## src/rtl/ad5781_interface_pkg.sv

```systemverilog
// ---------------------------------------------------------------------------
// ad5781_interface_pkg
//   Shared definitions for the AD5781 SPI interface: register addresses,
//   frame layout, FSM state encodings and frame-building helpers.
//   Imported by ad5781_interface and ad5781_interface_spi_shifter.
// ---------------------------------------------------------------------------
package ad5781_interface_pkg;

  localparam int FRAME_W = 24;   // bits per SPI frame
  localparam int RW_BIT  = 23;   // 1 = read, 0 = write
  localparam int BIT_W   = 5;    // bit index 23..0

  localparam logic [2:0] ADDR_NOP    = 3'b000;
  localparam logic [2:0] ADDR_DAC    = 3'b001;
  localparam logic [2:0] ADDR_CTRL   = 3'b010;
  localparam logic [2:0] ADDR_CLR    = 3'b011;
  localparam logic [2:0] ADDR_SWCTRL = 3'b100;

  // The second frame of a readback clocks out zeros while sdo is captured.
  localparam logic [FRAME_W-1:0] NOP_FRAME = '0;

  // Top-level sequencing states.
  typedef enum logic [2:0] {
    ST_INIT_RST,
    ST_INIT_CLR,
    ST_FRAME,
    ST_GAP,
    ST_LDAC,
    ST_IDLE
  } ctrl_state_t;

  // Sub-phases of a single frame, owned by the shifter.
  typedef enum logic [2:0] {
    SH_IDLE,
    SH_SETUP,
    SH_HIGH,
    SH_LOW,
    SH_HOLD
  } shift_state_t;

  function automatic int max_of(input int a, input int b);
    return (a > b) ? a : b;
  endfunction

  // Control-register write frame for a 20-bit payload.
  function automatic logic [FRAME_W-1:0] ctrl_frame(input logic [19:0] payload);
    return {1'b0, ADDR_CTRL, payload};
  endfunction

  // Build the 24-bit frame for a host command. The DAC register holds its
  // 18-bit code in bits [19:2]; the control-style registers take the payload
  // right-aligned.
  function automatic logic [FRAME_W-1:0] frame_word(input logic        rd,
                                                    input logic [2:0]  addr,
                                                    input logic [17:0] data);
    if (rd) begin
      return {1'b1, addr, 20'h0};
    end
    case (addr)
      ADDR_CTRL, ADDR_CLR, ADDR_SWCTRL: return {1'b0, addr, 2'b00, data};
      default:                          return {1'b0, addr, data, 2'b00};
    endcase
  endfunction

endpackage

```

## src/rtl/ad5781_interface_spi_shifter.sv

```systemverilog
// ---------------------------------------------------------------------------
// ad5781_interface_spi_shifter
//   Serialises one 24-bit word MSB first on syncn/sclk/sdin and captures the
//   24 bits returned on sdo. sdin changes with each sclk rise; sdo is sampled
//   on the clk edge that drops sclk.
//
//   Frame shape: syncn falls, SYNC_SETUP cycles, 24 x (SCLK_DIV high +
//   SCLK_DIV low), SYNC_SETUP cycles, syncn rises.
//
// Ports
//   clk, rst_n  clock, synchronous active-low reset
//   start       begin a frame (honoured only while idle)
//   tx_word     word to send, captured on the start edge
//   sdo         serial data from the DAC
//   busy        frame in progress
//   done        high in the last cycle before syncn rises; rx_word valid
//   rx_word     bits captured from sdo, MSB first
//   syncn, sclk, sdin  DAC serial pins
// ---------------------------------------------------------------------------
module ad5781_interface_spi_shifter
  import ad5781_interface_pkg::*;
#(
  parameter int SCLK_DIV   = 2,
  parameter int SYNC_SETUP = 2
) (
  input  logic               clk,
  input  logic               rst_n,
  input  logic               start,
  input  logic [FRAME_W-1:0] tx_word,
  input  logic               sdo,
  output logic               busy,
  output logic               done,
  output logic [FRAME_W-1:0] rx_word,
  output logic               syncn,
  output logic               sclk,
  output logic               sdin
);

  localparam int CNT_W = $clog2(max_of(SCLK_DIV, SYNC_SETUP) + 1);

  shift_state_t       state;
  logic [CNT_W-1:0]   cnt;
  logic [BIT_W-1:0]   bit_idx;
  logic [FRAME_W-1:0] tx_sr;
  logic [FRAME_W-1:0] rx_sr;
  logic               cnt_last;

  assign cnt_last = (cnt == CNT_W'(1));
  assign busy     = (state != SH_IDLE);
  assign done     = (state == SH_HOLD) && cnt_last;
  assign rx_word  = rx_sr;

  // NOTE: sequential state uses non-blocking assignments so every register
  // samples the pre-edge values and the order of statements does not matter.
  always_ff @(posedge clk) begin
    if (!rst_n) begin
      state   <= SH_IDLE;
      cnt     <= '0;
      bit_idx <= '0;
      tx_sr   <= '0;
      rx_sr   <= '0;
      syncn   <= 1'b1;
      sclk    <= 1'b0;
      sdin    <= 1'b0;
    end else begin
      case (state)
        SH_IDLE: begin
          if (start) begin
            syncn <= 1'b0;
            tx_sr <= tx_word;
            cnt   <= CNT_W'(SYNC_SETUP);
            state <= SH_SETUP;
          end
        end
        SH_SETUP: begin
          if (cnt_last) begin
            // First rising edge carries the MSB.
            sclk    <= 1'b1;
            sdin    <= tx_sr[FRAME_W-1];
            tx_sr   <= {tx_sr[FRAME_W-2:0], 1'b0};
            bit_idx <= BIT_W'(FRAME_W - 1);
            cnt     <= CNT_W'(SCLK_DIV);
            state   <= SH_HIGH;
          end else begin
            cnt <= cnt - 1'b1;
          end
        end
        SH_HIGH: begin
          if (cnt_last) begin
            sclk  <= 1'b0;
            rx_sr <= {rx_sr[FRAME_W-2:0], sdo};
            cnt   <= CNT_W'(SCLK_DIV);
            state <= SH_LOW;
          end else begin
            cnt <= cnt - 1'b1;
          end
        end
        SH_LOW: begin
          if (cnt_last) begin
            if (bit_idx == '0) begin
              cnt   <= CNT_W'(SYNC_SETUP);
              state <= SH_HOLD;
            end else begin
              sclk    <= 1'b1;
              sdin    <= tx_sr[FRAME_W-1];
              tx_sr   <= {tx_sr[FRAME_W-2:0], 1'b0};
              bit_idx <= bit_idx - 1'b1;
              cnt     <= CNT_W'(SCLK_DIV);
              state   <= SH_HIGH;
            end
          end else begin
            cnt <= cnt - 1'b1;
          end
        end
        SH_HOLD: begin
          if (cnt_last) begin
            syncn <= 1'b1;
            sdin  <= 1'b0;
            state <= SH_IDLE;
          end else begin
            cnt <= cnt - 1'b1;
          end
        end
        default: state <= SH_IDLE;
      endcase
    end
  end

endmodule

```

## src/rtl/ad5781_interface.sv

```systemverilog
// ---------------------------------------------------------------------------
// ad5781_interface
//   SPI master for the AD5781 18-bit DAC. After reset it pulses the DAC
//   RESET pin, releases CLR and writes the control register. It then accepts
//   register commands on a valid/ready handshake, sends each as a 24-bit
//   frame, optionally pulses LDAC after a DAC-register write, and performs
//   readback as a read frame followed by an automatic NOP frame.
//
// Ports
//   clk, rst_n     clock, synchronous active-low reset
//   data_i         DAC code / register payload
//   addr_i         register address
//   read_i         1 = readback command
//   ldac_i         1 = pulse ldacn after a write to the DAC register
//   valid_i        command valid
//   ready_o        idle, command can be accepted
//   rdata_o        last readback frame
//   rdata_valid_o  one-cycle pulse when rdata_o updates
//   dac_*          DAC pins (resetn, clrn, syncn, sclk, sdin, ldacn, sdo)
// ---------------------------------------------------------------------------
module ad5781_interface
  import ad5781_interface_pkg::*;
#(
  parameter int          SCLK_DIV     = 2,
  parameter int          SYNC_SETUP   = 2,
  parameter int          SYNC_HIGH    = 4,
  parameter int          LDAC_WIDTH   = 2,
  parameter int          RESET_CYCLES = 16,
  parameter logic [19:0] INIT_CTRL    = 20'h2
) (
  input  logic               clk,
  input  logic               rst_n,
  input  logic [17:0]        data_i,
  input  logic [2:0]         addr_i,
  input  logic               read_i,
  input  logic               ldac_i,
  input  logic               valid_i,
  output logic               ready_o,
  output logic [FRAME_W-1:0] rdata_o,
  output logic               rdata_valid_o,
  output logic               dac_resetn_o,
  output logic               dac_clrn_o,
  output logic               dac_syncn_o,
  output logic               dac_sclk_o,
  output logic               dac_sdin_o,
  output logic               dac_ldacn_o,
  input  logic               dac_sdo_i
);

  localparam int CNT_MAX = max_of(max_of(max_of(SCLK_DIV, SYNC_SETUP),
                                         max_of(SYNC_HIGH, LDAC_WIDTH)),
                                  RESET_CYCLES);
  localparam int CNT_W   = $clog2(CNT_MAX + 1);

  ctrl_state_t        state;
  logic [CNT_W-1:0]   cnt;
  logic [FRAME_W-1:0] tx_word;
  logic               cmd_read;
  logic               ldac_pend;
  logic               need_second;   // read frame sent, NOP frame still due
  logic               second_frame;  // NOP frame of a readback in flight
  logic               cnt_last;
  logic               gap_last;
  logic               sh_start;
  logic               sh_busy;
  logic               sh_done;
  logic [FRAME_W-1:0] sh_rx;

  assign cnt_last = (cnt == CNT_W'(1));
  assign gap_last = (state == ST_GAP) && cnt_last;

  // A fresh frame starts on the first FRAME cycle. The readback NOP frame
  // is launched straight from the last gap cycle so syncn falls exactly
  // SYNC_HIGH cycles after it rose.
  assign sh_start = ((state == ST_FRAME) && !sh_busy) || (gap_last && need_second);

  ad5781_interface_spi_shifter #(
    .SCLK_DIV   (SCLK_DIV),
    .SYNC_SETUP (SYNC_SETUP)
  ) u_shifter (
    .clk     (clk),
    .rst_n   (rst_n),
    .start   (sh_start),
    .tx_word (tx_word),
    .sdo     (dac_sdo_i),
    .busy    (sh_busy),
    .done    (sh_done),
    .rx_word (sh_rx),
    .syncn   (dac_syncn_o),
    .sclk    (dac_sclk_o),
    .sdin    (dac_sdin_o)
  );

  always_ff @(posedge clk) begin
    if (!rst_n) begin
      state         <= ST_INIT_RST;
      cnt           <= CNT_W'(RESET_CYCLES);
      tx_word       <= ctrl_frame(INIT_CTRL);
      cmd_read      <= 1'b0;
      ldac_pend     <= 1'b0;
      need_second   <= 1'b0;
      second_frame  <= 1'b0;
      ready_o       <= 1'b0;
      rdata_o       <= '0;
      rdata_valid_o <= 1'b0;
      dac_resetn_o  <= 1'b0;
      dac_clrn_o    <= 1'b0;
      dac_ldacn_o   <= 1'b1;
    end else begin
      rdata_valid_o <= 1'b0;
      case (state)
        ST_INIT_RST: begin
          if (cnt_last) begin
            dac_resetn_o <= 1'b1;
            cnt          <= CNT_W'(SYNC_HIGH);
            state        <= ST_INIT_CLR;
          end else begin
            cnt <= cnt - 1'b1;
          end
        end
        ST_INIT_CLR: begin
          // tx_word already holds the control frame from reset.
          if (cnt_last) begin
            dac_clrn_o <= 1'b1;
            state      <= ST_FRAME;
          end else begin
            cnt <= cnt - 1'b1;
          end
        end
        ST_FRAME: begin
          if (sh_done) begin
            cnt   <= CNT_W'(SYNC_HIGH);
            state <= ST_GAP;
            if (second_frame) begin
              rdata_o       <= sh_rx;
              rdata_valid_o <= 1'b1;
              second_frame  <= 1'b0;
            end else if (cmd_read) begin
              need_second <= 1'b1;
              tx_word     <= NOP_FRAME;
            end
          end
        end
        ST_GAP: begin
          if (cnt_last) begin
            if (need_second) begin
              need_second  <= 1'b0;
              second_frame <= 1'b1;
              state        <= ST_FRAME;
            end else if (ldac_pend) begin
              dac_ldacn_o <= 1'b0;
              cnt         <= CNT_W'(LDAC_WIDTH);
              state       <= ST_LDAC;
            end else begin
              ready_o <= 1'b1;
              state   <= ST_IDLE;
            end
          end else begin
            cnt <= cnt - 1'b1;
          end
        end
        ST_LDAC: begin
          if (cnt_last) begin
            dac_ldacn_o <= 1'b1;
            ready_o     <= 1'b1;
            state       <= ST_IDLE;
          end else begin
            cnt <= cnt - 1'b1;
          end
        end
        ST_IDLE: begin
          if (valid_i && ready_o) begin
            tx_word   <= frame_word(read_i, addr_i, data_i);
            cmd_read  <= read_i;
            ldac_pend <= ldac_i && !read_i && (addr_i == ADDR_DAC);
            ready_o   <= 1'b0;
            state     <= ST_FRAME;
          end
        end
        default: state <= ST_INIT_RST;
      endcase
    end
  end

endmodule
```

## config.mk

```make
export PLATFORM = sky130hd
export DESIGN_NAME = ad5781_interface
export DESIGN_NICKNAME = d
export VERILOG_FILES = /design/src/rtl/ad5781_interface_pkg.sv /design/src/rtl/ad5781_interface_spi_shifter.sv /design/src/rtl/ad5781_interface.sv
export SDC_FILE = /design/constraint.sdc
export NUM_CORES = 1
export LEC_CHECK = 0
export CAP_MARGIN = 0
export CORE_UTILIZATION = 59
export CTS_BUF_LIST = sky130_fd_sc_hd__clkbuf_8
export CTS_CLUSTER_SIZE = 25
export DETAILED_ROUTE_END_ITERATION = 7
export PLACE_DENSITY = 0.88
export SLEW_MARGIN = 20
export SYNTH_ARGS = -nofsm -noshare
export SYNTH_HDL_FRONTEND = slang
export SYNTH_SLANG_ARGS = --single-unit
export TNS_END_PERCENT = 5
```

## constraint.sdc

```tcl
create_clock -name clk -period 2.5 [get_ports clk]
set_input_delay 0.75 -clock clk [delete_from_list [all_inputs] [get_ports clk]]
set_output_delay 0.75 -clock clk [all_outputs]
set_load 0.005 [all_outputs]
```

# Word level (Yosys, flattened, before mapping)
# Index checks and enable logic that the tools add are counted.
# op_classes
eq_ne	37
addsub	3
mux	79
n_reduce_logical	48
# ops
op	count
24-bit two-way mux	10
24-bit case mux with 3 select lines	1
24-bit case mux with 2 select lines	1
5-bit two-way mux	9
5-bit AND reduction	8
3-bit two-way mux	13
2-bit != test, second input constant	16
1-bit two-way mux	29
20-bit two-way mux	1
5-bit case mux with 4 select lines	1
3-bit by 2-bit equality test with 1-bit output, second input constant	6
3-bit case mux with 6 select lines	1
3-bit nonzero test	6
3-bit case mux with 5 select lines	1
3-bit equality test, second input constant	4
3-bit AND reduction	4
6-bit AND reduction	2
5-bit case mux with 2 select lines	1
2-bit nonzero test	5
5-bit by 1-bit subtractor with 5-bit output, second input constant	2
3-bit by 1-bit equality test with 1-bit output, second input constant	3
1-bit case mux with 3 select lines	3
2-bit by 1-bit != test with 1-bit output, second input constant	4
1-bit case mux with 2 select lines	4
other kinds (16)	32
# totals
out_inout_bits	32
ff_bits	126

# Logic depth before layout (Yosys ltp)
# depth
depth_word	7
mapped_depth	9
depth_no_buf	7

# Cells and area by module
# From an unflattened synthesis, not the netlist that was laid out.
# hier_totals
hier_cells	699
area_unflattened_um2	6175.9
# modules_own_cells
mod	seq_area_each_um2	n_inst	area_per_inst_um2	cells_each
ad5781_interface_spi_shifter	1221.2	1	3149.3	316
ad5781_interface	1301.2	1	3026.7	383

# Worst setup path after synthesis
# No wires, ideal clock.
# synth_path
path_type	input-to-reg
start	in addr_i[2]
end	reg tx_word[10]
required_time_ps	2378
slack_ps	589
cell_stages	5
n_path_buf	1
arrival_time_ps	1789
setup_ps	122
cell_sequence	mux2i_1 -> clkbuf_1 -> mux2_2 -> nand3_1 -> a21boi_0
# synth_between
elab_chain_cells	6
word_cells_on_any_way	8
classes_between	eq/ne (3); mux (4); reduce/logical (1)
# synth_lines
item	line_no	text
start: declaration	ad5781_interface.sv:34	input logic [2:0] addr_i,
3-bit by 2-bit equality test with 1-bit output / 3-bit equality test (equally long branches)	ad5781_interface_pkg.sv:59	case (addr)
3-bit OR reduction (*)	ad5781_interface_pkg.sv:59	
20-bit two-way mux (*)	ad5781_interface_pkg.sv:59	
24-bit two-way mux (*)	ad5781_interface_pkg.sv:59	
24-bit two-way mux (*)	ad5781_interface.sv:172	if (valid_i && ready_o) begin
24-bit case mux with 2 select lines (*)	ad5781_interface.sv:111	case (state)
end signal: assignment	ad5781_interface.sv:98	tx_word <= ctrl_frame(INIT_CTRL);
end signal: assignment	ad5781_interface.sv:173	tx_word <= frame_word(read_i, addr_i, data_i);
end: declaration	ad5781_interface.sv:57	logic [FRAME_W-1:0] tx_word;
# Every way passes the cells marked *; elsewhere a longest branch is shown, timed or not. The select of a mux whose other input is x is not followed.
# A chain may end at the register's enable or synchronous reset.

# Worst setup path in the final report
# layout_path
start	reg cnt[1]
end	reg cnt[1]
# layout_between
elab_chain_cells	3
word_cells_on_any_way	10
classes_between	add/sub (1); eq/ne (4); mux (4); reduce/logical (1)
# layout_lines
item	line_no	text
start: declaration	ad5781_interface.sv:56	logic [CNT_W-1:0] cnt;
start signal: assignment	ad5781_interface.sv:97	cnt <= CNT_W'(RESET_CYCLES);
start signal: assignment	ad5781_interface.sv:115	cnt <= CNT_W'(SYNC_HIGH);
start signal: assignment	ad5781_interface.sv:118	cnt <= cnt - 1'b1;
5-bit by 1-bit subtractor with 5-bit output / 5-bit by 1-bit equality test with 1-bit output (equally long branches)	-	
5-bit two-way mux, or another cell as far along	ad5781_interface.sv:123, ad5781_interface.sv:163	
5-bit case mux with 4 select lines / 5-bit AND reduction (equally long branches)	-	
# Several ways; a longest one is shown, not always the timed one. The select of a mux whose other input is x is not followed.

==> results.toml <==
[power_and_ir_drop]
power_density_nw_per_um2 = 653
p_comb_share_pct = 13.7
power_frac_seq_pct = 48.2
leakage_uw = 0.00264
switching_power_uw = 1160
vdd_drop_max_v = 0.000370
intPower_uw = 3370
swShare_pct = 25.6
p_clk_share_pct = 38.1

[logic_synthesis]
synth_top_cell_area_share_pct = 43.0
synth-compound-area-share_pct = 22.1
syn_area_um2 = 5870
synth.mux.area_fraction_pct = 7.85
synthAdderAreaFrac_pct = 1.28
synth_most_common_cell = "nand2_1"
synth_top_family_by_area = "compound AO/OA/AOI/OAI gates"
synth_edf_count = 0
synth-simple-area-share_pct = 20.5
synth.area.top_cells = "dfxtp_1, nand2_1, a21boi_0"
syn_area_per_cell_um2 = 8.96
synth_common_cells = "nand2_1, dfxtp_1, a21boi_0, mux2i_1"
synthDistinctLibCells = 70
yosys_warnings = 0
async_reset_ff_share_pct = 0
ys.flop_type = "dfxtp_1"
synthesis.nets = 688
synth_xor_area_share_pct = 0.149
yosys.area.top_type = "dfxtp_1"
ys_ff_latch = 126
seq_area_frac_synth_pct = 43.0
synth_cells = 655

[clocking]
insertion_delay_ps = 440
cts_buffers = 17
clkTransAtPathRegs_ps = 70
cts_resized = 0
cts_sinks = 126
root_buffer = "clkbuf_8"
cts_buffer_depth = 2
post_cts_buffers = 0
cts_hold_buf = 0
htree_levels = 4
tritoncts = "built"

[worst_setup_path]
critical_path_class = "flop to flop"
end_kind = "flop"
rrSetupSlack_ps = 350
cp.arrival_ps = 2480
r2r-start = "cnt[1]"
regToRegEndpoint = "cnt[1]"
r2r_cells = 7
crit_required_ps = 2830
critPathMaxFanout = 11
cp-start-kind = "flop"

[status]
status = "completed"

[cells_and_area]
diodes = 0
multi_input_area_um2 = 3050
area_growth_pct = 18.1
post_route_cells_drive_above_1_share_pct = 11.3
regArea_um2 = 2520
fillers = 717
fin_area_um2 = 6930
nNetsFinal = 732

[sta]
setup_viol = 0
setup_tns_ps = 0
rsz0062_at_grt = "false"
finalHoldViolCount = 0
clock_skew_ps = 7.19
max_slew_margin_pct = 55.7
worst_slew_pin_slew_ps = 664
post-route-period-util_pct = 85.9
min_period_ps = 2150
max_freq_mhz = 465
drv_slew = 0

[placement]
placed_area_um2 = 6540
port_buffers = 58
globalplace.congestion = 0.813
dp_hpwl_um = 8140

[run]
drv_cap = 0

[floorplan]
die_w_um = 102
core_um2 = 9680
io_pins = 59
initial_utilization_pct = 60.6
die_h_um = 102
rows = 36
fp.dieArea_um2 = 10300

[global_routing]
grt_first_pass_wirelength_um = 20300
grt_max_degree = 57
overflow = 0
grt_pass1_vias = 4646
antenna_found_initial = 0
grtUsageTotal_pct = 24.8

[detailed_routing]
vias = 4761
wl_per_cell_um = 14.4
routed_wl_um = 12100
drc = 0
antenna_left = 0
viasPerCell = 5.65
drtIter0Drc = 232
first_pass_iters = 5

[worst_hold_path]
hold_depth = 2
hold_path_end = "rdata_o[13]"
hp-start = "rdata_o[13]"
hold_path_class = "flop to flop"
## through the flow
step	utilization (%)	cells	hold slack, ps	setup slack, ps	total power, µW
finish	71.5	843	459	351	4520
global placement	67.6	813	439	126	2800
CTS	71.5	843	458	344	4540
floorplan	-	655	426	589	2670
detailed placement	67.6	813	449	57.8	2840
global route	71.5	843	489	228	4710
## final cells by class
cell class	count	share of cell area (%)
Multi-Input combinational cell	469	44.0
Sequential cell	126	36.4
Timing Repair Buffer	76	11.2
Clock buffer	21	4.17
Tap cell	133	2.40
Clock inverter	9	1.37
Inverter	9	0.488
## sequential cells by signal, summed over array words and instances, names as in the netlist, 2 cells and up
register	count
u_shifter.state	3
state	3
tx_word	24
cnt	5
u_shifter.bit_idx	5
u_shifter.rx_word	24
u_shifter.tx_sr	24
rdata_o	24
u_shifter.cnt	2
## power by group through the flow
| stage | combinational (µW) | clock (µW) | sequential (µW) |
|---|---|---|---|
| final | 618 | 1720 | 2180 |
| after global placement | 583 | 0 | 2210 |
| after CTS | 618 | 1740 | 2180 |
| after global routing | 678 | 1840 | 2190 |
| after floorplan | 478 | 0 | 2190 |
| after detailed placement | 613 | 0 | 2220 |
## placed cells by master (no fill, tap or decap), types with 3 or more instances in the layout
| cell | Yosys | final |
|---|---|---|
| buf_4 | 4 | 13 |
| o21ai_0 | 14 | 14 |
| o311ai_0 | 3 | 3 |
| nand3_1 | 25 | 25 |
| o31ai_1 | 3 | 3 |
| a21boi_0 | 69 | 69 |
| nor3_1 | 3 | 3 |
| clkdlybuf4s50_1 | 0 | 57 |
| o22ai_1 | 4 | 4 |
| a21oi_1 | 10 | 10 |
| nor2b_1 | 6 | 5 |
| a21boi_1 | 4 | 4 |
| ha_1 | 6 | 6 |
| nor2_1 | 21 | 21 |
| mux2i_1 | 28 | 27 |
| nand2_1 | 158 | 158 |
| o21a_1 | 3 | 3 |
| a22oi_1 | 4 | 4 |
| o211a_1 | 24 | 24 |
| clkinv_2 | 0 | 3 |
| nand4b_1 | 3 | 3 |
| and3_1 | 3 | 3 |
| nand3b_1 | 4 | 4 |
| nor3b_1 | 5 | 5 |
| dfxtp_1 | 126 | 126 |
| clkbuf_8 | 0 | 21 |
| nand4_1 | 4 | 4 |
| nand2b_1 | 5 | 5 |
| buf_12 | 0 | 5 |
| inv_1 | 9 | 12 |
| and2_1 | 3 | 3 |
| mux2_2 | 16 | 16 |
## critical path, stage by stage, from the launching register on
cell,delay [ps]
dfxtp_1,360
inv_1,70
ha_1,200
or4b_4,300
or2b_1,310
a221oi_4,370
o21ai_0,170
o221a_2,250
## how the worst max path moves through the flow
stage               from     endpoint  slack (ps)
5_1_grt           cnt[1]       cnt[1]         230
3_3_place_gp   addr_i[2]   tx_word[6]         130
2_1_floorplan  addr_i[2]  tx_word[10]         590
4_1_cts           cnt[1]       cnt[1]         340
6_report          cnt[1]       cnt[1]         350
3_5_place_dp   addr_i[2]   tx_word[7]          60
## metal layers
metal  vias to the layer above  routed length [µm]  global-route usage [%]
met5                         -                   0                       0
met1                      2258                5370                    29.2
li1                       2378                   -                       -
met3                        26                 474                    5.38
met4                         0                 292                    13.0
met2                        99                5970                    42.4
## cells by family (layout without fill, tap and decap cells)
group | count (synthesis) | in the layout
and+or+nand+nor | 257 | 257
AOI/OAI and AO/OA | 161 | 161
DFF | 126 | 126
buffers and inverters | 60 | 115
adders and majority gates | 6 | 6
xor gates and xnor gates | 1 | 1
muxes | 44 | 44
No activity file was read; power rests on OpenSTA's default activity.
